`config.mk`:
```
export PLATFORM = sky130hd
export DESIGN_NAME = ysyx_25060173_wb_arbiter
export DESIGN_NICKNAME = d
export VERILOG_FILES = /design/src/rtl/ysyx_25060173_wb_pkg.sv /design/src/rtl/ysyx_25060173_rr_arbiter.sv /design/src/rtl/ysyx_25060173_wb_arbiter.sv
export SDC_FILE = /design/constraint.sdc
export NUM_CORES = 1
export LEC_CHECK = 0
export ABC_AREA = 1
export CAP_MARGIN = 10
export CORE_MARGIN = 10
export CORE_UTILIZATION = 39
export DETAILED_ROUTE_END_ITERATION = 8
export GPL_ROUTABILITY_DRIVEN = 0
export PLACE_DENSITY = 0.82
export SYNTH_ARGS = -nofsm -noshare
export SYNTH_HDL_FRONTEND = slang
export SYNTH_SLANG_ARGS = --single-unit
```
`constraint.sdc`:
```
create_clock -name clk -period 3.42 [get_ports clk]
set_input_delay 0.342 -clock clk [delete_from_list [all_inputs] [get_ports clk]]
set_output_delay 0.342 -clock clk [all_outputs]
set_load 0.005 [all_outputs]
```
`src/rtl/ysyx_25060173_wb_pkg.sv`:
```
// Shared defaults and types for the write-back arbiter and its round-robin core.
package ysyx_25060173_wb_pkg;

    localparam int unsigned WB_NUM_REQ    = 3;
    localparam int unsigned WB_ADDR_WIDTH = 5;
    localparam int unsigned WB_DATA_WIDTH = 32;
    localparam int unsigned WB_CNT_WIDTH  = 2;

    // Wide enough for the largest supported requester count (8).
    localparam int unsigned REQ_IDX_W = 3;

    typedef logic [REQ_IDX_W-1:0]    req_idx_t;
    typedef logic [WB_CNT_WIDTH-1:0] wb_cnt_t;

    function automatic int unsigned rr_wrap(input int unsigned base,
                                            input int unsigned ofs,
                                            input int unsigned n);
        int unsigned s;
        s = base + ofs;
        if (s >= n) s = s - n;
        return s;
    endfunction

endpackage

```
`src/rtl/ysyx_25060173_rr_arbiter.sv`:
```
// Generic NUM_REQ-way round-robin grant: the first valid requester at or after ptr wins.
module ysyx_25060173_rr_arbiter
    import ysyx_25060173_wb_pkg::*;
#(
    parameter int unsigned NUM_REQ = WB_NUM_REQ
) (
    input  logic [NUM_REQ-1:0] valid,
    input  req_idx_t           ptr,
    output logic [NUM_REQ-1:0] grant,
    output req_idx_t           grant_idx,
    output logic               grant_any
);

    int unsigned          cand;
    logic [NUM_REQ-1:0]   valid_sh;

    always_comb begin
        grant     = '0;
        grant_idx = '0;
        grant_any = 1'b0;
        cand      = 0;
        valid_sh  = '0;
        for (int unsigned k = 0; k < NUM_REQ; k++) begin
            cand     = rr_wrap(32'(ptr), k, NUM_REQ);
            valid_sh = valid >> cand;
            if (!grant_any && valid_sh[0]) begin
                grant     = NUM_REQ'(1) << cand;
                grant_idx = req_idx_t'(cand);
                grant_any = 1'b1;
            end
        end
    end

endmodule

```
`src/rtl/ysyx_25060173_wb_arbiter.sv`:
```
// Register-file write-back arbiter with optional pending-write scoreboard.
// Scoreboard is built only when YSYX_25060173_WB_SCOREBOARD_EN is defined.
module ysyx_25060173_wb_arbiter
    import ysyx_25060173_wb_pkg::*;
#(
    parameter int unsigned NUM_REQ    = WB_NUM_REQ,
    parameter int unsigned ADDR_WIDTH = WB_ADDR_WIDTH,
    parameter int unsigned DATA_WIDTH = WB_DATA_WIDTH,
    parameter int unsigned CNT_WIDTH  = WB_CNT_WIDTH
) (
    input  logic                          clk,
    input  logic                          rst,
    input  logic [NUM_REQ-1:0]            req_valid,
    output logic [NUM_REQ-1:0]            req_ready,
    input  logic [NUM_REQ*ADDR_WIDTH-1:0] req_addr,
    input  logic [NUM_REQ*DATA_WIDTH-1:0] req_data,
    input  logic                          wb_stall,
    output logic                          rf_we,
    output logic [ADDR_WIDTH-1:0]         rf_waddr,
    output logic [DATA_WIDTH-1:0]         rf_wdata,
    input  logic                          alloc_valid,
    output logic                          alloc_ready,
    input  logic [ADDR_WIDTH-1:0]         alloc_addr,
    input  logic [ADDR_WIDTH-1:0]         chk_addr1,
    output logic                          chk_busy1,
    input  logic [ADDR_WIDTH-1:0]         chk_addr2,
    output logic                          chk_busy2
);

    logic [NUM_REQ-1:0]    grant;
    req_idx_t              grant_idx;
    logic                  grant_any;
    logic                  hs;
    logic [ADDR_WIDTH-1:0] sel_addr;
    logic [DATA_WIDTH-1:0] sel_data;

    req_idx_t              rr_ptr_q,   rr_ptr_d;
    logic                  rf_we_q,    rf_we_d;
    logic [ADDR_WIDTH-1:0] rf_waddr_q, rf_waddr_d;
    logic [DATA_WIDTH-1:0] rf_wdata_q, rf_wdata_d;

    ysyx_25060173_rr_arbiter #(
        .NUM_REQ(NUM_REQ)
    ) u_rr (
        .valid    (req_valid),
        .ptr      (rr_ptr_q),
        .grant    (grant),
        .grant_idx(grant_idx),
        .grant_any(grant_any)
    );

    always_comb begin
        req_ready  = wb_stall ? '0 : grant;
        hs         = grant_any && !wb_stall;
        sel_addr   = ADDR_WIDTH'(req_addr >> (32'(grant_idx) * ADDR_WIDTH));
        sel_data   = DATA_WIDTH'(req_data >> (32'(grant_idx) * DATA_WIDTH));
        rr_ptr_d   = rr_ptr_q;
        if (hs) begin
            rr_ptr_d = (32'(grant_idx) == NUM_REQ - 1) ? '0 : grant_idx + req_idx_t'(1);
        end
        // x0 writes still complete the handshake but never reach the port.
        rf_we_d    = hs && (sel_addr != '0);
        rf_waddr_d = rf_we_d ? sel_addr : rf_waddr_q;
        rf_wdata_d = rf_we_d ? sel_data : rf_wdata_q;
    end

    always_ff @(posedge clk or posedge rst) begin
        if (rst) begin
            rr_ptr_q   <= '0;
            rf_we_q    <= 1'b0;
            rf_waddr_q <= '0;
            rf_wdata_q <= '0;
        end else begin
            rr_ptr_q   <= rr_ptr_d;
            rf_we_q    <= rf_we_d;
            rf_waddr_q <= rf_waddr_d;
            rf_wdata_q <= rf_wdata_d;
        end
    end

    assign rf_we    = rf_we_q;
    assign rf_waddr = rf_waddr_q;
    assign rf_wdata = rf_wdata_q;

`ifdef YSYX_25060173_WB_SCOREBOARD_EN
    localparam int unsigned NREG = 2 ** ADDR_WIDTH;

    logic [CNT_WIDTH-1:0] cnt_q [NREG];
    logic [CNT_WIDTH-1:0] cnt_d [NREG];
    logic                 do_inc;

    always_comb begin
        // A full counter still accepts when the same register retires this cycle.
        alloc_ready = (alloc_addr == '0) || (cnt_q[alloc_addr] != '1) ||
                      (rf_we_q && (rf_waddr_q == alloc_addr));
        do_inc      = alloc_valid && alloc_ready && (alloc_addr != '0);
        chk_busy1   = (chk_addr1 != '0) && (cnt_q[chk_addr1] != '0);
        chk_busy2   = (chk_addr2 != '0) && (cnt_q[chk_addr2] != '0);
        for (int unsigned r = 0; r < NREG; r++) begin
            cnt_d[r] = cnt_q[r];
            if (do_inc && (alloc_addr == ADDR_WIDTH'(r))) begin
                if (!(rf_we_q && (rf_waddr_q == ADDR_WIDTH'(r)))) cnt_d[r] = cnt_q[r] + 1'b1;
            end else if (rf_we_q && (rf_waddr_q == ADDR_WIDTH'(r)) && (cnt_q[r] != '0)) begin
                cnt_d[r] = cnt_q[r] - 1'b1;
            end
        end
    end

    always_ff @(posedge clk or posedge rst) begin
        if (rst) begin
            for (int unsigned r = 0; r < NREG; r++) cnt_q[r] <= '0;
        end else begin
            cnt_q <= cnt_d;
        end
    end

    dec_from_zero: assert property (@(posedge clk) disable iff (rst)
        !(rf_we_q && (cnt_q[rf_waddr_q] == '0)));
`else
    logic unused_sb_inputs;

    assign unused_sb_inputs = ^{alloc_valid, alloc_addr, chk_addr1, chk_addr2};
    assign alloc_ready      = 1'b1;
    assign chk_busy1        = 1'b0;
    assign chk_busy2        = 1'b0;
`endif

endmodule

```
; ---- Yosys cells after proc, flatten, opt, wreduce, memory -nomap -nowiden
; Index checks and enable logic that the tools add are counted.
[word_totals]
ff_bits = 41
input_bits = 133
out_inout_bits = 44
wordCells = 45
[classes]
addsub = 6
mul = 1
n_lt_le_gt_ge = 3
n_eq_ne = 1
shifts = 8
n_mux = 14
n_reduce_logical = 8
[op_table]
columns = op, n
row1 = 2-to-1 mux 32 bit, 3
row2 = "<< shifter 1 x 32 -> 3 bit, first input constant", 3
row3 = right shift 3 x 32 -> 1 bit, 3
row4 = right shift 96 x 8 -> 32 bit, 1
row5 = "greater-or-equal comparator 32 x 2 -> 1 bit, second input constant", 2
row6 = "subtractor 32 x 2 -> 32 bit, second input constant", 2
row7 = 2-to-1 mux 3 bit, 8
row8 = right shift 15 x 6 -> 5 bit, 1
row9 = "multiplier 3 x 3 -> 6 bit, second input constant", 1
row10 = nonzero test 5 bit, 1
row11 = "adder 3 x 1 -> 4 bit, second input constant", 1
row12 = "adder 3 x 2 -> 4 bit, second input constant", 1
row13 = logical AND 1 bit, 4
row14 = "subtractor 3 x 2 -> 4 bit, second input constant", 1
row15 = "adder 3 x 1 -> 3 bit, second input constant", 1
row16 = "== test 3 x 2 -> 1 bit, second input constant", 1
row17 = "greater-or-equal comparator 3 x 2 -> 1 bit, second input constant", 1
row18 = zero test 1 bit, 3
row19 = 2-to-1 mux 1 bit, 3

; ---- Longest topological paths before layout
; Gate-level depths: netlist (run 1).
[depth]
ltp_word = 14
depth_mapped = 27
ltp_nobuf = 24

; ---- Cells and area by module
; Synthesis (run 1) repeated with hierarchy kept, for this count alone.
[hier_totals]
cells_unflattened = 489
hier_area_um2 = 3126.7
[by_module_without_submodules]
columns = module, n_inst, cells_per_inst, area_each_um2, seq_area_each_um2
row1 = ysyx_25060173_wb_arbiter, 1, 380, 2526.2, 1026.0
row2 = ysyx_25060173_rr_arbiter, 1, 109, 600.6, 0.0

; ---- Worst setup path after synthesis (run 1)
; OpenSTA, ideal clock, no wires.
[synth_timing]
path_kind = register to register
start = reg rr_ptr_q[0]
end = reg rf_waddr_q[4], in the netlist rf_waddr[4]
setup_time_ps = 66
arrival_time_ps = 3082
required_time_ps = 3354
setup_slack_ps = 272
stages_incl_launch_ff = 27
path_buffers = 4
synth_period_minus_slack_ps = 3148
path_cell_list = dfrtp_1 > buf_6 > inv_4 > ha_1 > inv_1 > a21oi_1 > ha_1 > inv_1 > nor2_1 > nand2_1 > nand2_1 > nand3_1 > nand3_2 > nand2_2 > nand4_2 > nand2_2 > buf_6 > nand2_1 > nand3_1 > nand2_1 > nor2_2 > nand3_4 > nand2_2 > buf_6 > buf_6 > nand2_1 > nand2_1
[synth_between]
elab_chain_len = 14
elab_cells_between_ends = 29
classes_between = add/sub (5) / mul (1) / order compare (3) / shift (4) / mux (9) / reduce/logical (7)
[synth_rtl]
columns = item, line
row1 = "start, declared", ysyx_25060173_wb_arbiter.sv:37  ; req_idx_t rr_ptr_q, rr_ptr_d;
row2 = "start signal, assigned", ysyx_25060173_wb_arbiter.sv:74  ; rr_ptr_q <= rr_ptr_d;
row3 = branches (longest 14 deep; another with subtractor 32 x 2 -> 32 bit), n/a
row4 = "end signal, assigned", ysyx_25060173_wb_arbiter.sv:76  ; rf_waddr_q <= rf_waddr_d;
row5 = "end, declared", ysyx_25060173_wb_arbiter.sv:39  ; logic [ADDR_WIDTH-1:0] rf_waddr_q, rf_waddr_d;
; Several ways; the timed one is not identified.
; A chain may end at the register's enable or synchronous reset.

; ---- Worst setup path after layout (run 1)
[layout_timing]
start = reg rr_ptr_q[1]
end = reg rf_waddr_q[1], in the netlist rf_waddr[1]
; Same word-level chain as after synthesis.

==> results of run 1 <==
[timing repair]
| item | in CTS | in global routing |
|---|---|---|
| cloned | 0 | 8 |
| setup endpoints to repair | 39 | 41 |
| resized for setup | 10 | 87 |
| buffers inserted | 2 | 14 |
| pin swaps | 2 | 16 |
[per-layer routing]
metal | up-vias | wire length [µm]
li1 | 1888 | -
met5 | - | 0
met1 | 1857 | 5180
met2 | 157 | 7010
met3 | 14 | 1030
met4 | 0 | 187
[registers in the layout (all words and copies together) (netlist names)]
| signal | cells |
|---|---|
| rf_we | 1 |
| rr_ptr_q | 3 |
| rf_wdata | 32 |
| rf_waddr | 5 |
[critical path: cells and delay by family (launching register included)]
| kind | cells | cell delay [ns] |
|---|---|---|
| AOI/OAI and AO/OA | 2 | 0.25 |
| DFF | 1 | 0.41 |
| and+or+nand+nor | 14 | 1.25 |
| adders and majority gates | 2 | 0.52 |
| buffers and inverters | 8 | 0.87 |
[how the worst min path moves through the flow]
| stage | start | to | slack [ns] |
|---|---|---|---|
| CTS | rf_wdata[15] | rf_wdata[15] | 0.48 |
| global route | rf_wdata[21] | rf_wdata[21] | 0.51 |
| floorplan | rf_waddr[0] | rf_waddr[0] | 0.46 |
| finish | rst | rf_wdata[13] | 0.46 |
| detailed placement | rf_wdata[27] | rf_wdata[27] | 0.46 |
| global placement | rf_wdata[25] | rf_wdata[25] | 0.45 |
[cell usage after synthesis, drive strengths merged]
cell type	instances
nand2	159
a21boi	1
nand3	61
a31oi	1
clkinv	1
buf	20
xor2	2
nor2	77
dfrtp	41
clkbuf	9
xnor2	1
nand3b	3
o21ai	8
a21oi	4
inv	33
ha	11
conb	2
o31ai	32
nand4	7
[where the power goes]
part | total [µW] | internal (µW) | switching [µW] | leakage [µW]
clock network | 339 | 164 | 175 | 0.0000512
logic | 6790 | 3040 | 3760 | 0.00202
registers | 928 | 763 | 165 | 0.000507
[layout make-up]
| type | count | area share (%) |
|---|---|---|
| sequential | 41 | 18.5 |
| multi-input combinational | 371 | 38.0 |
| inverter | 34 | 2.45 |
| clock inverter | 2 | 0.248 |
| clock buffer | 6 | 1.49 |
| tap | 102 | 2.30 |
| timing repair buffer | 197 | 37.0 |
[per-stage QoR]
step / setup TNS [ns] / utilization (%) / hold WS (ns) / cell area, µm²
after CTS: 0 / 64.2 / 0.478 / 4980
after floorplan: 0 / - / 0.465 / 3140
after detailed placement: -0.772 / 62.2 / 0.457 / 4830
after global placement: 0 / 62.2 / 0.452 / 4830
final: 0 / 71.5 / 0.464 / 5560
after global routing: -5.51 / 71.5 / 0.508 / 5560
[cells by family (layout without fill, tap and decap cells)]
logic type | count (synthesis) | in the layout
buffers and inverters | 63 | 239
DFF | 41 | 41
other | 2 | 3
adders and majority gates | 11 | 11
AOI/OAI and AO/OA | 46 | 46
xor gates and xnor gates | 3 | 3
and+or+nand+nor | 307 | 308
==> results.json, run 1 <==
{
  "status": "completed",
  "synthCells": 473,
  "syn_area_um2": 3130,
  "use_met2_pct": 33.3,
  "clockRootBuffer": "clkbuf_8",
  "die_area_um2": 12000,
  "grt_pass1_wl_mm": 17.9,
  "maxSlewHeadroom_pct": 65.2,
  "fp-row-count": 32,
  "synthMuxAreaShare_pct": 0,
  "path_clk_slew_ns": 0.08,
  "clock_latency_ns": 0.30,
  "io_pins": 177,
  "cap_violations": 0,
  "yosys.area_share.simple_pct": 42.0,
  "worstPathArrival_ns": 3.60,
  "synth_compound_area_share_pct": 10.3,
  "synth-xor-area-share_pct": 0.838,
  "mostFrequentLayoutCells": "clkdlybuf4s50_1 (154), nand2_1 (113), nor2_1 (73)",
  "final_nets": 794,
  "setup_violations": 0,
  "synth.distinct_cells": 33,
  "slew_viol_final": 0,
  "antenna_cells": 0,
  "cpPeakStageDelay_ns": 0.41,
  "finalPower_uw": 8060,
  "multi_input_area_um2": 2110,
  "critPathKind": "reg2reg",
  "drt_pass1_iterations": 4,
  "met3_usage_pct": 3.92,
  "setup_slack_ns": 0.00350,
  "crit_path_start_kind": "flip-flop",
  "synth_top_family_by_area": "simple AND/OR/NAND/NOR gates",
  "fp.dieH_um": 110,
  "cts_hold_buffers": 0,
  "dp_cells": 721,
  "numPortBuffers": 157,
  "cts_made_buffers": 5,
  "grt_max_degree": 47,
  "worst-r2r-cell-count": 26,
  "clkSinkCount": 41,
  "powerDensity_nw_per_um2": 1450,
  "cts.path.max_buffers": 2,
  "avgSynthCellArea_um2": 6.63,
  "synthAdderAreaFrac_pct": 4.39,
  "layout_commonest_cell": "clkdlybuf4s50_1",
  "instances_no_fill": 753,
  "vias": 3916,
  "required_ns": 3.60,
  "postRouteAntennaNets": 0,
  "grt_overflow": 0,
  "synthTopCellsByArea": "dfrtp_1 (33%), nand2_1 (18%), nand3_1 (9.3%), nor2_1 (9.0%), o31ai_1 (7.7%)",
  "drive_above_1_share_pct": 20.0,
  "regArea_um2": 1030,
  "core_area_um2": 7770,
  "reg2reg_slack_ns": 0.003,
  "critPathSlowestCell": "dfrtp_1",
  "fin_crit_sh_pct": 99.9,
  "drt_first_iter_violations": 289,
  "synth_seq_cells": 41,
  "fmax_mhz": 293,
  "hp-class": "in2async",
  "antenna_found_initial": 0,
  "nFillCells": 585,
  "cts_max_level": 2,
  "endpoint_kind": "flip-flop",
  "dp_hpwl_mm": 9.32,
  "finalCriticalPeriod_ns": 3.42,
  "r2r_end": "rf_waddr[1]",
  "synth_top_area_cell": "dfrtp_1",
  "cts_tree": "yes",
  "skew_ns": 0.00997,
  "die_x_um": 110,
  "top_usage_layer": "met2",
  "ir_drop_mv": 1.15,
  "avgViaCountPerCell": 5.20,
  "synthToLayoutAreaGrowth_pct": 77.2,
  "path_max_fanout": 6,
  "grt_pass1_vias": 3599,
  "cp-endpoint": "rf_waddr[1]",
  "worst_r2r_startpoint": "rr_ptr_q[1]",
  "pre_cts_ws_ns": -0.0808,
  "crit_path_start": "rr_ptr_q[1]",
  "synth_top_area_share_pct": 32.7,
  "synth_warnings": 0,
  "worst_pin_slew_ns": 0.522,
  "finalHoldViolCount": 0,
  "ys_seq_area_share_pct": 32.7,
  "use_met1_pct": 21.5,
  "wl_mm": 13.4,
  "leakage_uw": 0.00258,
  "drc": 0,
  "avgRoutedWirePerCell_um": 17.8,
  "initial_core_util_pct": 40.4,
  "grtUsageTotal_pct": 18.4,
  "rsz0062_at_grt": "yes"
}
Power figures use the tool's default switching activity.
==> run 2: changes to the inputs <==
--- a/config.mk
+++ b/config.mk
@@ -12,4 +12,5 @@
 export DETAILED_ROUTE_END_ITERATION = 8
 export GPL_ROUTABILITY_DRIVEN = 0
+export MAX_ROUTING_LAYER = met4
 export PLACE_DENSITY = 0.82
 export SYNTH_ARGS = -nofsm -noshare
==> constraint.sdc (replaced) <==
create_clock -name clk -period 3.42 [get_ports clk]
set_input_delay 0.513 -clock clk [delete_from_list [all_inputs] [get_ports clk]]
set_output_delay 0.513 -clock clk [all_outputs]
set_load 0.005 [all_outputs]
==> results.json, run 2 (synthesized netlist as in run 1, its figures left out) <==
{
  "cp_top_family": "simple AND/OR/NAND/NOR gates",
  "setup_slack_ns": 0.0941,
  "clockRootBuffer": "clkbuf_8",
  "cts_tree": "yes",
  "min_from": "rf_wdata[1]",
  "finalHoldViolCount": 0,
  "die_x_um": 110,
  "setup_violations": 0,
  "mostFrequentLayoutCells": "clkdlybuf4s50_1 (154), nand2_1 (145), nor2_1 (74)",
  "worst-r2r-cell-count": 23,
  "cts_made_buffers": 5,
  "cp_cell_sequence": "ha_2 > inv_1 > ha_4 > buf_4 > nor2_1 > nand3_1 > nand2_1 > nor2_1 > nand3_1 > nand3_2 > nand2_2 > nand3_4 > buf_4 > a21oi_1 > dlygate4sd2_1",
  "grt_pass1_vias": 3521,
  "skew_ns": 0.00526,
  "required_ns": 2.91,
  "io_pins": 177,
  "grt_overflow": 0,
  "core_area_um2": 7770,
  "fin_crit_sh_pct": 97.2,
  "vias": 3843,
  "grt_max_degree": 46,
  "numPortBuffers": 157,
  "r2r_end": "rf_wdata[8]",
  "fp.dieH_um": 110,
  "powerDensity_nw_per_um2": 1380,
  "avgRoutedWirePerCell_um": 17.4,
  "drive_above_1_share_pct": 13.3,
  "antenna_cells": 0,
  "postRouteAntennaNets": 0,
  "critPathSlowestCell": "dfrtp_1",
  "cts.path.max_buffers": 2,
  "antenna_found_initial": 0,
  "hp-class": "reg2reg",
  "status": "completed",
  "regArea_um2": 1030,
  "crit_path_start_kind": "flip-flop",
  "crit_path_start": "rr_ptr_q[1]",
  "cts_hold_buffers": 0,
  "finalPower_uw": 7320,
  "path_clk_slew_ns": 0.08,
  "ir_drop_mv": 0.909,
  "drt_pass1_iterations": 5,
  "fp-row-count": 32,
  "clkSinkCount": 41,
  "whs_ns": 0.473,
  "cpPeakStageDelay_ns": 0.43,
  "cts_max_level": 2,
  "cp-endpoint": "req_ready[1]",
  "final_nets": 791,
  "grtUsageTotal_pct": 18.9,
  "layout_commonest_cell": "clkdlybuf4s50_1",
  "pre_cts_ws_ns": 0.00103,
  "synthToLayoutAreaGrowth_pct": 69.5,
  "reg2reg_slack_ns": 0.09,
  "worst_pin_slew_ns": 0.551,
  "slew_viol_final": 0,
  "worst-path-stages": 15,
  "dp_cells": 724,
  "grt_pass1_wl_mm": 17.6,
  "fmax_mhz": 301,
  "drt_first_iter_violations": 300,
  "wl_mm": 13.1,
  "largest_register_ff_count": 32,
  "die_area_um2": 12000,
  "worst_r2r_startpoint": "rr_ptr_q[1]",
  "multi_input_area_um2": 1970,
  "maxSlewHeadroom_pct": 63.0,
  "initial_core_util_pct": 40.4,
  "avgViaCountPerCell": 5.12,
  "path_max_fanout": 4,
  "cap_violations": 0,
  "critPathKind": "reg2out",
  "drc": 0,
  "finalCriticalPeriod_ns": 3.33,
  "rsz0062_at_grt": "yes",
  "clock_latency_ns": 0.30,
  "nFillCells": 610,
  "endpoint_kind": "output port",
  "worst-path-buf-inv": 4,
  "worstPathArrival_ns": 2.81,
  "dp_hpwl_mm": 9.38,
  "leakage_uw": 0.00250,
  "instances_no_fill": 750
}
-- run 2: cell count changes in the layout (fill, tap and decap cells not counted), sizes merged --
| cell | before | now |
|---|---|---|
| buf | 34 | 35 |
| bufinv | 0 | 1 |
| clkbuf | 13 | 10 |
| clkdlybuf4s15 | 2 | 1 |
| clkinv | 3 | 2 |
| clkinvlp | 1 | 0 |
| dlygate4sd2 | 0 | 1 |
-- run 2: worst min-delay path by stage --
stage          depth (start not counted)  slack (ns)            to
2_1_floorplan                          2        0.46   rf_waddr[0]
3_3_place_gp                           2        0.45  rf_wdata[31]
3_5_place_dp                           2        0.46   rf_wdata[1]
4_1_cts                                2        0.48  rf_wdata[24]
5_1_grt                                2        0.49  rf_wdata[24]
6_report                               2        0.47   rf_wdata[1]
-- run 2: area by class of cell --
class                   count  share of cell area [%]
clock buffers               7                    1.62
repair buffers            194                    36.6
multi-input cells         371                    37.0
clock inverters             1                   0.565
inverters                  34                    2.50
flip-flops and latches     41                    19.3
well taps                 102                    2.40
-- run 2: power breakdown --
group / internal, µW / total, µW / switching [µW] / leakage, µW
Sequential: 762 / 893 / 131 / 0.000507
Combinational: 2530 / 6020 / 3490 / 0.00193
Clock: 238 / 411 / 173 / 0.0000585
-- run 2: worst min-delay path, stage by stage (launching register included) --
cell and delay, ns:
dfrtp_1 0.35, nand2_1 0.05, nand2_1 0.05
-- run 2: per-stage QoR --
step	util (%)	setup TNS (ns)	instance area [µm²]
floorplan	-	0	3140
global placement	62.4	0	4840
detailed placement	62.4	0	4840
CTS	64.3	-0.00322	4990
global route	68.4	-2.94	5310
finish	68.4	0	5310
-- run 2: what timing repair did --
item                       4_1_cts  5_1_grt
cloned                           0        5
pin swaps                        2       14
gates resized for setup          8       40
setup endpoints to repair        4       41
setup buffers                    2       11
-- run 2: layer usage --
layer	global-route usage, %	part of all wire (%)	vias to the layer above
met1	22.5	41	1803
li1	-	-	1870
met2	31.5	52	148
met4	6.69	2.0	0
met3	3.34	5.4	22
met5	-	0	-
